**config.mk**
```make
export PLATFORM = sky130hd
export DESIGN_NAME = riscv_imem_if_flat
export DESIGN_NICKNAME = d
export VERILOG_FILES = /design/src/rtl/riscv_imem_if_pkg.sv /design/src/rtl/riscv_imem_if_if.sv /design/src/rtl/riscv_imem_if_sync_fifo.sv /design/src/rtl/riscv_imem_if.sv /design/src/flat_wrapper.sv
export SDC_FILE = /design/constraint.sdc
export NUM_CORES = 1
export LEC_CHECK = 0
export CAP_MARGIN = 15
export CORE_MARGIN = 2
export CORE_UTILIZATION = 60
export DETAILED_ROUTE_END_ITERATION = 12
export HOLD_SLACK_MARGIN = 0.03
export PLACE_DENSITY = 0.95
export SETUP_SLACK_MARGIN = 0.4
export SYNTH_ARGS = -nofsm -noshare
export SYNTH_HDL_FRONTEND = slang
export SYNTH_SLANG_ARGS = --single-unit
```
**constraint.sdc**
```tcl
create_clock -name clk -period 19.45 [get_ports clk]
set_input_delay 2.9175 -clock clk [delete_from_list [all_inputs] [get_ports clk]]
set_output_delay 2.9175 -clock clk [all_outputs]
set_load 0.02 [all_outputs]
```
**src/rtl/riscv_imem_if_pkg.sv**
```systemverilog
// Shared widths and queue-entry types for the instruction-memory interface.
package riscv_imem_if_pkg;

    localparam int XLEN        = 32;
    localparam int PARCEL_SIZE = 32;

    typedef struct packed {
        logic [XLEN-1:0] pc;
        logic            misaligned;
    } imem_tag_t;

    typedef struct packed {
        logic [XLEN-1:0]        pc;
        logic [PARCEL_SIZE-1:0] parcel;
        logic                   misaligned;
        logic                   err;
    } imem_parcel_t;

    function automatic logic is_misaligned(input logic [XLEN-1:0] pc);
        return pc[1:0] != 2'b00;
    endfunction

endpackage

```
**src/rtl/riscv_imem_if_if.sv**
```systemverilog
// Pipelined req/gnt/ack instruction-memory bus; master is the fetch unit.
interface riscv_imem_if_if;
    import riscv_imem_if_pkg::*;

    logic                   imem_req;
    logic [XLEN-1:0]        imem_adr;
    logic                   imem_gnt;
    logic                   imem_ack;
    logic                   imem_err;
    logic [PARCEL_SIZE-1:0] imem_q;

    modport master (
        output imem_req, imem_adr,
        input  imem_gnt, imem_ack, imem_err, imem_q
    );

    modport slave (
        input  imem_req, imem_adr,
        output imem_gnt, imem_ack, imem_err, imem_q
    );

endinterface

```
**src/rtl/riscv_imem_if_sync_fifo.sv**
```systemverilog
// Synchronous FIFO of an arbitrary entry type; clear empties it but a same-cycle push still lands.
module riscv_imem_if_sync_fifo #(
    parameter type T     = logic,
    parameter int  DEPTH = 4,
    localparam int AW    = $clog2(DEPTH),
    localparam int CW    = AW + 1
) (
    input  logic          clk,
    input  logic          rst,
    input  logic          push,
    input  T              push_data,
    input  logic          pop,
    input  logic          clear,
    output T              head,
    output logic          full,
    output logic          empty,
    output logic [CW-1:0] count
);

    logic [AW-1:0] rd_q, rd_d, wr_q, wr_d, wr_idx;
    logic [CW-1:0] cnt_q, cnt_d;
    logic          do_push, do_pop;
    T              mem_q [DEPTH];

    assign full    = cnt_q == CW'(DEPTH);
    assign empty   = cnt_q == '0;
    assign count   = cnt_q;
    assign head    = mem_q[rd_q];
    assign do_push = push && (clear || !full);
    assign do_pop  = pop && !empty && !clear;
    assign wr_idx  = clear ? '0 : wr_q;

    // NOTE: every variable gets a default first so no path leaves it unassigned (no latch).
    always_comb begin
        rd_d  = rd_q;
        wr_d  = wr_q;
        cnt_d = cnt_q;
        if (clear) begin
            rd_d  = '0;
            wr_d  = do_push ? AW'(1) : '0;
            cnt_d = do_push ? CW'(1) : '0;
        end else begin
            if (do_push) wr_d = wr_q + AW'(1);
            if (do_pop)  rd_d = rd_q + AW'(1);
            cnt_d = cnt_q + CW'(do_push) - CW'(do_pop);
        end
    end

    // NOTE: state registers use non-blocking assignments so all flops update together.
    always_ff @(posedge clk) begin
        if (rst) begin
            rd_q  <= '0;
            wr_q  <= '0;
            cnt_q <= '0;
        end else begin
            rd_q  <= rd_d;
            wr_q  <= wr_d;
            cnt_q <= cnt_d;
        end
    end

    // NOTE: storage is deliberately not reset; cnt_q alone says which entries are valid.
    always_ff @(posedge clk) begin
        if (do_push) mem_q[wr_idx] <= push_data;
    end

endmodule

```
**src/rtl/riscv_imem_if.sv**
```systemverilog
// Fetch front end: issues in-order word fetches, buffers parcels, drops stale returns after flush.
module riscv_imem_if
    import riscv_imem_if_pkg::*;
#(
    parameter int DEPTH = 4
) (
    input  logic                     clk,
    input  logic                     rst,
    input  logic [XLEN-1:0]          if_nxt_pc,
    output logic                     if_stall_nxt_pc,
    input  logic                     if_stall,
    input  logic                     if_flush,
    output logic [PARCEL_SIZE-1:0]   if_parcel,
    output logic [XLEN-1:0]          if_parcel_pc,
    output logic [PARCEL_SIZE/16-1:0] if_parcel_valid,
    output logic                     if_parcel_misaligned,
    output logic                     if_parcel_page_fault,
    riscv_imem_if_if.master          imem
);

    localparam int CW = $clog2(DEPTH) + 1;
    localparam int OW = CW + 2;

    imem_tag_t    tag_in, tag_head;
    imem_parcel_t par_in, par_head;
    logic         tag_full, tag_empty, par_full, par_empty;
    logic [CW-1:0] tag_count, par_count;

    logic [CW-1:0] drop_q, drop_d, aligned_q, aligned_d, drop_sum;
    logic [OW-1:0] occ;
    logic          can_accept, nxt_mis, accepted, complete, head_valid, par_pop;

    // Credits cover fetches in flight, buffered parcels and returns still to be dropped.
    assign occ        = OW'(tag_count) + OW'(par_count) + OW'(drop_q);
    assign can_accept = !rst && (occ < OW'(DEPTH)) && !tag_full;
    assign nxt_mis    = is_misaligned(if_nxt_pc);

    assign imem.imem_req  = can_accept && !nxt_mis;
    assign imem.imem_adr  = if_nxt_pc;
    assign accepted       = can_accept && (nxt_mis || imem.imem_gnt);
    assign if_stall_nxt_pc = !accepted;

    assign tag_in = '{pc: if_nxt_pc, misaligned: nxt_mis};

    always_comb begin
        drop_sum  = drop_q + aligned_q;
        drop_d    = drop_q;
        complete  = 1'b0;
        aligned_d = aligned_q;
        if (if_flush) begin
            drop_d = drop_sum;
            if (imem.imem_ack && drop_sum != '0) drop_d = drop_sum - CW'(1);
            aligned_d = CW'(accepted && !nxt_mis);
        end else begin
            if (drop_q != '0) begin
                if (imem.imem_ack) drop_d = drop_q - CW'(1);
            end else if (!tag_empty && !par_full && (tag_head.misaligned || imem.imem_ack)) begin
                complete = 1'b1;
            end
            aligned_d = aligned_q + CW'(accepted && !nxt_mis)
                                  - CW'(complete && !tag_head.misaligned);
        end
    end

    always_ff @(posedge clk) begin
        if (rst) begin
            drop_q    <= '0;
            aligned_q <= '0;
        end else begin
            drop_q    <= drop_d;
            aligned_q <= aligned_d;
        end
    end

    // A misaligned fetch never touched memory, so its data and error bits are forced clean.
    assign par_in = '{pc:         tag_head.pc,
                      parcel:     tag_head.misaligned ? '0 : imem.imem_q,
                      misaligned: tag_head.misaligned,
                      err:        !tag_head.misaligned && imem.imem_err};

    riscv_imem_if_sync_fifo #(.T(imem_tag_t), .DEPTH(DEPTH)) u_tag_q (
        .clk       (clk),
        .rst       (rst),
        .push      (accepted),
        .push_data (tag_in),
        .pop       (complete),
        .clear     (if_flush),
        .head      (tag_head),
        .full      (tag_full),
        .empty     (tag_empty),
        .count     (tag_count)
    );

    riscv_imem_if_sync_fifo #(.T(imem_parcel_t), .DEPTH(DEPTH)) u_parcel_q (
        .clk       (clk),
        .rst       (rst),
        .push      (complete),
        .push_data (par_in),
        .pop       (par_pop),
        .clear     (if_flush),
        .head      (par_head),
        .full      (par_full),
        .empty     (par_empty),
        .count     (par_count)
    );

    assign head_valid = !rst && !par_empty;
    assign par_pop    = head_valid && !if_stall;

    assign if_parcel_valid      = {(PARCEL_SIZE/16){head_valid}};
    assign if_parcel            = head_valid ? par_head.parcel : '0;
    assign if_parcel_pc         = head_valid ? par_head.pc     : '0;
    assign if_parcel_misaligned = head_valid && par_head.misaligned;
    assign if_parcel_page_fault = head_valid && par_head.err;

endmodule

```
**src/flat_wrapper.sv**
```systemverilog
// flat-port wrapper written by rule: the top's interface ports become plain ports
module riscv_imem_if_flat import riscv_imem_if_pkg::*;
#(
    parameter int DEPTH = 4
)
  (clk, rst, if_nxt_pc, if_stall_nxt_pc, if_stall, if_flush, if_parcel, if_parcel_pc, if_parcel_valid, if_parcel_misaligned, if_parcel_page_fault, imem_imem_req, imem_imem_adr, imem_imem_gnt, imem_imem_ack, imem_imem_err, imem_imem_q);
  riscv_imem_if_if imem_i ();
  input  logic clk;
  input  logic rst;
  input  logic [XLEN-1:0] if_nxt_pc;
  output logic if_stall_nxt_pc;
  input  logic if_stall;
  input  logic if_flush;
  output logic [PARCEL_SIZE-1:0] if_parcel;
  output logic [XLEN-1:0] if_parcel_pc;
  output logic [PARCEL_SIZE/16-1:0] if_parcel_valid;
  output logic if_parcel_misaligned;
  output logic if_parcel_page_fault;
  output wire logic [$bits(imem_i.imem_req)-1:0] imem_imem_req;
  output wire logic [$bits(imem_i.imem_adr)-1:0] imem_imem_adr;
  input wire logic [$bits(imem_i.imem_gnt)-1:0] imem_imem_gnt;
  input wire logic [$bits(imem_i.imem_ack)-1:0] imem_imem_ack;
  input wire logic [$bits(imem_i.imem_err)-1:0] imem_imem_err;
  input wire logic [$bits(imem_i.imem_q)-1:0] imem_imem_q;
  assign imem_imem_req = imem_i.imem_req;
  assign imem_imem_adr = imem_i.imem_adr;
  assign imem_i.imem_gnt = imem_imem_gnt;
  assign imem_i.imem_ack = imem_imem_ack;
  assign imem_i.imem_err = imem_imem_err;
  assign imem_i.imem_q = imem_imem_q;
  riscv_imem_if #(.DEPTH(DEPTH)) u_core (.clk(clk), .rst(rst), .if_nxt_pc(if_nxt_pc), .if_stall_nxt_pc(if_stall_nxt_pc), .if_stall(if_stall), .if_flush(if_flush), .if_parcel(if_parcel), .if_parcel_pc(if_parcel_pc), .if_parcel_valid(if_parcel_valid), .if_parcel_misaligned(if_parcel_misaligned), .if_parcel_page_fault(if_parcel_page_fault), .imem(imem_i));
endmodule
```
==> summary.md <==
| Metric | Value |
|---|---|
| Status | completed |
| Placed cell areas | 0.0186 mm^2 |
| Slew HR | 27.1% |
| Grt met2 use | 41.4% |
| Die width | 171 um |
| Largest net degree at the start of global routing | 67 |
| Worst Setup SP | rst |
| Aggregate global-route resource usage | 23.0% |
| Startpoint type of the worst setup path | input port |
| Asr flop ratio synth | 0% |
| CTS root buffer | clkbuf_16 |
| Complex-gate fraction of the synthesized area | 0.953% |
| Diodes inserted | 0 |
| Post-synth top area share | 71.3% |
| Met1 Use GR | 29.2% |
| PwrDens | 101 mW/mm^2 |
| Vias after detailed routing | 8,212 |
| Syn Area/Cell | 20.1 um^2 |
| Starting Density | 60.5% |
| Critical path type | in2out |
| Die height | 171 um |
| Hold crit path type | reg2reg |
| Dpl cells | 1,325 |
| Top cells by area, synth | edfxtp_1 (71%), mux4_2 (13%), dfxtp_1 (2.9%) |
| Largest family of logic cells by synthesized area | multiplexers |
| Post-synthesis cell area | 0.0167 mm^2 |
| Post-synth cell types | 46 |
| Worst slack at placement | 10.85 ns |
| Deepest level of the CTS H-tree | 2 |
| Hold Crit Start | u_core.u_tag_q.rd_q[1] |
| Final worst slack | 10.86 ns |
| Total global routing overflow | 0 |
| Skew final | 0.0131 ns |
| Fin. Hold Viols | 0 |
| Worst path required time | 16.53 ns |
| DR WL/cell | 23.3 um |
| DRC | 0 |
| Critical Path, Cell by Cell | clkdlybuf4s50_1 -> nor2_4 -> buf_4 -> and2_1 -> clkdlybuf4s50_1 |
| Critical Path Most Common Cell | clkdlybuf4s50_1 |
| HPWL after DPL | 18,500 um |
| Mapped Cells | 831 |
| Number of vias per cell | 5.86 |
| Fin crit period | 8.59 ns |
| Max_cap viols | 0 |
| First-pass DRT Iterations | 5 |
| Total Nets Final | 1,083 |
| CTS-repair resized insts | 0 |
| Adder-Cell Fraction of Synth Area | 1.80% |
| Arr. time, crit path | 5.67 ns |
| Crit share post-route | 44.2% |
| Post-Layout Cell Count | 1,401 |
| Port Buf Inserts | 172 |
| TNS Setup | 0 ns |
| Initial antenna violation count | 0 |
| Setup bufs post-CTS | 0 |
| Sequential area share after synthesis | 74.2% |
| CTS sink cnt | 420 |
| Mux cell area share after synthesis | 13.7% |
| Crit Reg-Reg Startpoint | u_core.u_parcel_q.count[0] |
| First-pass GRT wire length | 49,600 um |
| Total nets after synthesis | 923 |
| CP max FO | 37 |
| Util after Layout | 72.4% |
| CP Capture Type | output port |
| Post-synthesis simple-gate area fraction | 5.79% |
| Slew Limit Fails | 0 |
| GR Util met3 | 3.70% |
| EDFF count, synth | 396 |
| VDD IR max | 0.0818 mV |
| Area grow syn2layout | 19.6% |
| Number of synthesis warnings | 0 |
| Layer with the highest usage | met2 |
| Initial DRC count | 732 |
| Slowest-stage cell, CP | clkdlybuf4s50_1 |
| Fin area | 0.0199 mm^2 |
| # setup viols final | 0 |
| Number of global-route vias before repair | 8,703 |
| Final WL | 32,700 um |
| Area leader, netlist | edfxtp_1 |
| Cts hold-fix bufs | 0 |
| Clk buf depth | 3 |
| Die area | 0.0291 mm^2 |
| Ys flop type | edfxtp_1 |
| RSZ-0062 raised after global routing | no |
| XOR/XNOR Fraction of Synth Area | 0.736% |
| RePlAce Congestion | 0.832 |
| CTS tree | built |
| Reg clk slew, reported paths | 0.06 ns |
| Clock Latency Late Sink | 0.52 ns |
| # rows | 61 |
| # IOs | 173 |
| Slew at the pin with the worst max-slew slack | 1.09 ns |
| Core Footprint | 0.0276 mm^2 |
| Max Clk Rate | 116 MHz |
| Antenna Nets Post-Route | 0 |
| Clock buffer count from CTS | 41 |
| P_leak | 6.42 nW |
| Share of layout cells above drive strength 1 | 18.7% |
| Slowest cell delay on critical path | 0.70 ns |
| Synthesis-stage register bit count | 420 |
==> flip-flops by register name, summed over array words and instances, names as in the netlist, named ones only <==
register                 cells
u_core.aligned_q             3
u_core.drop_q                3
u_core.u_parcel_q.count      3
u_core.u_parcel_q.mem_q    264
u_core.u_parcel_q.rd_q       2
u_core.u_parcel_q.wr_q       2
u_core.u_tag_q.count         3
u_core.u_tag_q.mem_q       132
u_core.u_tag_q.rd_q          2
u_core.u_tag_q.wr_q          2
==> cells by family (layout without fill, tap and decap cells) <==
| family | after synthesis | in the layout |
|---|---|---|
| DFF | 420 | 420 |
| and+or+nand+nor | 166 | 166 |
| muxes | 106 | 106 |
| buffers and inverters | 84 | 276 |
| adders and majority gates | 21 | 21 |
| AOI/OAI and AO/OA | 20 | 20 |
| xor gates and xnor gates | 14 | 14 |
==> report_power, final <==
| group | internal, mW | switching (mW) | total, mW |
|---|---|---|---|
| clock network | 0.438 | 0.313 | 0.751 |
| logic | 0.0823 | 0.110 | 0.192 |
| registers | 1.05 | 0.0159 | 1.07 |
| total | 1.57 | 0.439 | 2.01 |
==> metrics by stage <==
step	hold slack (ns)	power, mW
floorplan	0.453	1.20
global placement	0.470	1.26
detailed placement	0.491	1.27
CTS	0.505	2.02
global route	0.533	2.08
finish	0.507	2.01
==> cells in the mapped netlist, types with 6 or more instances <==
library cell	n
edfxtp_1	396
mux4_2	98
and2_1	69
buf_4	35
nor2b_1	34
dfxtp_1	24
clkbuf_1	21
nor2_1	21
ha_1	16
inv_1	15
nand2_1	11
buf_2	10
xnor2_1	8
mux2i_1	7
nor3_1	7
xor2_1	6
==> routing by layer <==
layer | share of wire [%] | routed length, um
met5 | 0 | 0
met4 | 1.9 | 608
met1 | 39 | 12900
met2 | 53 | 17400
met3 | 5.5 | 1810
==> layout by cell type, fill, tap and decap left out, types with 3 or more instances in the layout <==
cell type        instances
buf_4                   13
a21oi_1                  5
clkbuf_16               43
fa_1                     5
edfxtp_1               396
clkdlybuf4s50_1        172
nand2_1                 11
nor3_1                   4
mux4_2                  98
clkbuf_1                 9
nor2b_1                 34
and2_1                  69
ha_1                    16
xor2_1                   6
nor3_2                   4
nand3_1                  4
nor2_1                  19
dfxtp_1                 20
or3_1                    3
mux2i_1                  6
clkinv_1                 9
xnor2_1                  8
or2_2                    3
clkinv_2                 8
inv_1                   15
==> cell type report <==
cell class                      count  area, um^2
Multi-Input combinational cell    327        3900
Sequential cell                   420       12400
Tap cell                          378         473
Fill cell                        1581        7620
Clock buffer                       54        1140
Clock inverter                     21         150
Timing Repair Buffer              186        1840
Inverter                           15        56.3
==> critical path: cells and delay by family <==
kind	cells	cell delay, ns
and+or+nand+nor	2	0.90
buffers and inverters	3	1.81
==> worst paths after layout <==
kind	endpoint	slack, ns	cells after the start
setup / recovery	if_parcel_pc[23]	10.86	5
hold / removal	flop	0.51	2
setup reg to reg	u_core.u_tag_q.count[2]	15.54	15
hold reg to reg	flop	0.51	2
Note: power is estimated with default switching activity, not from simulation.
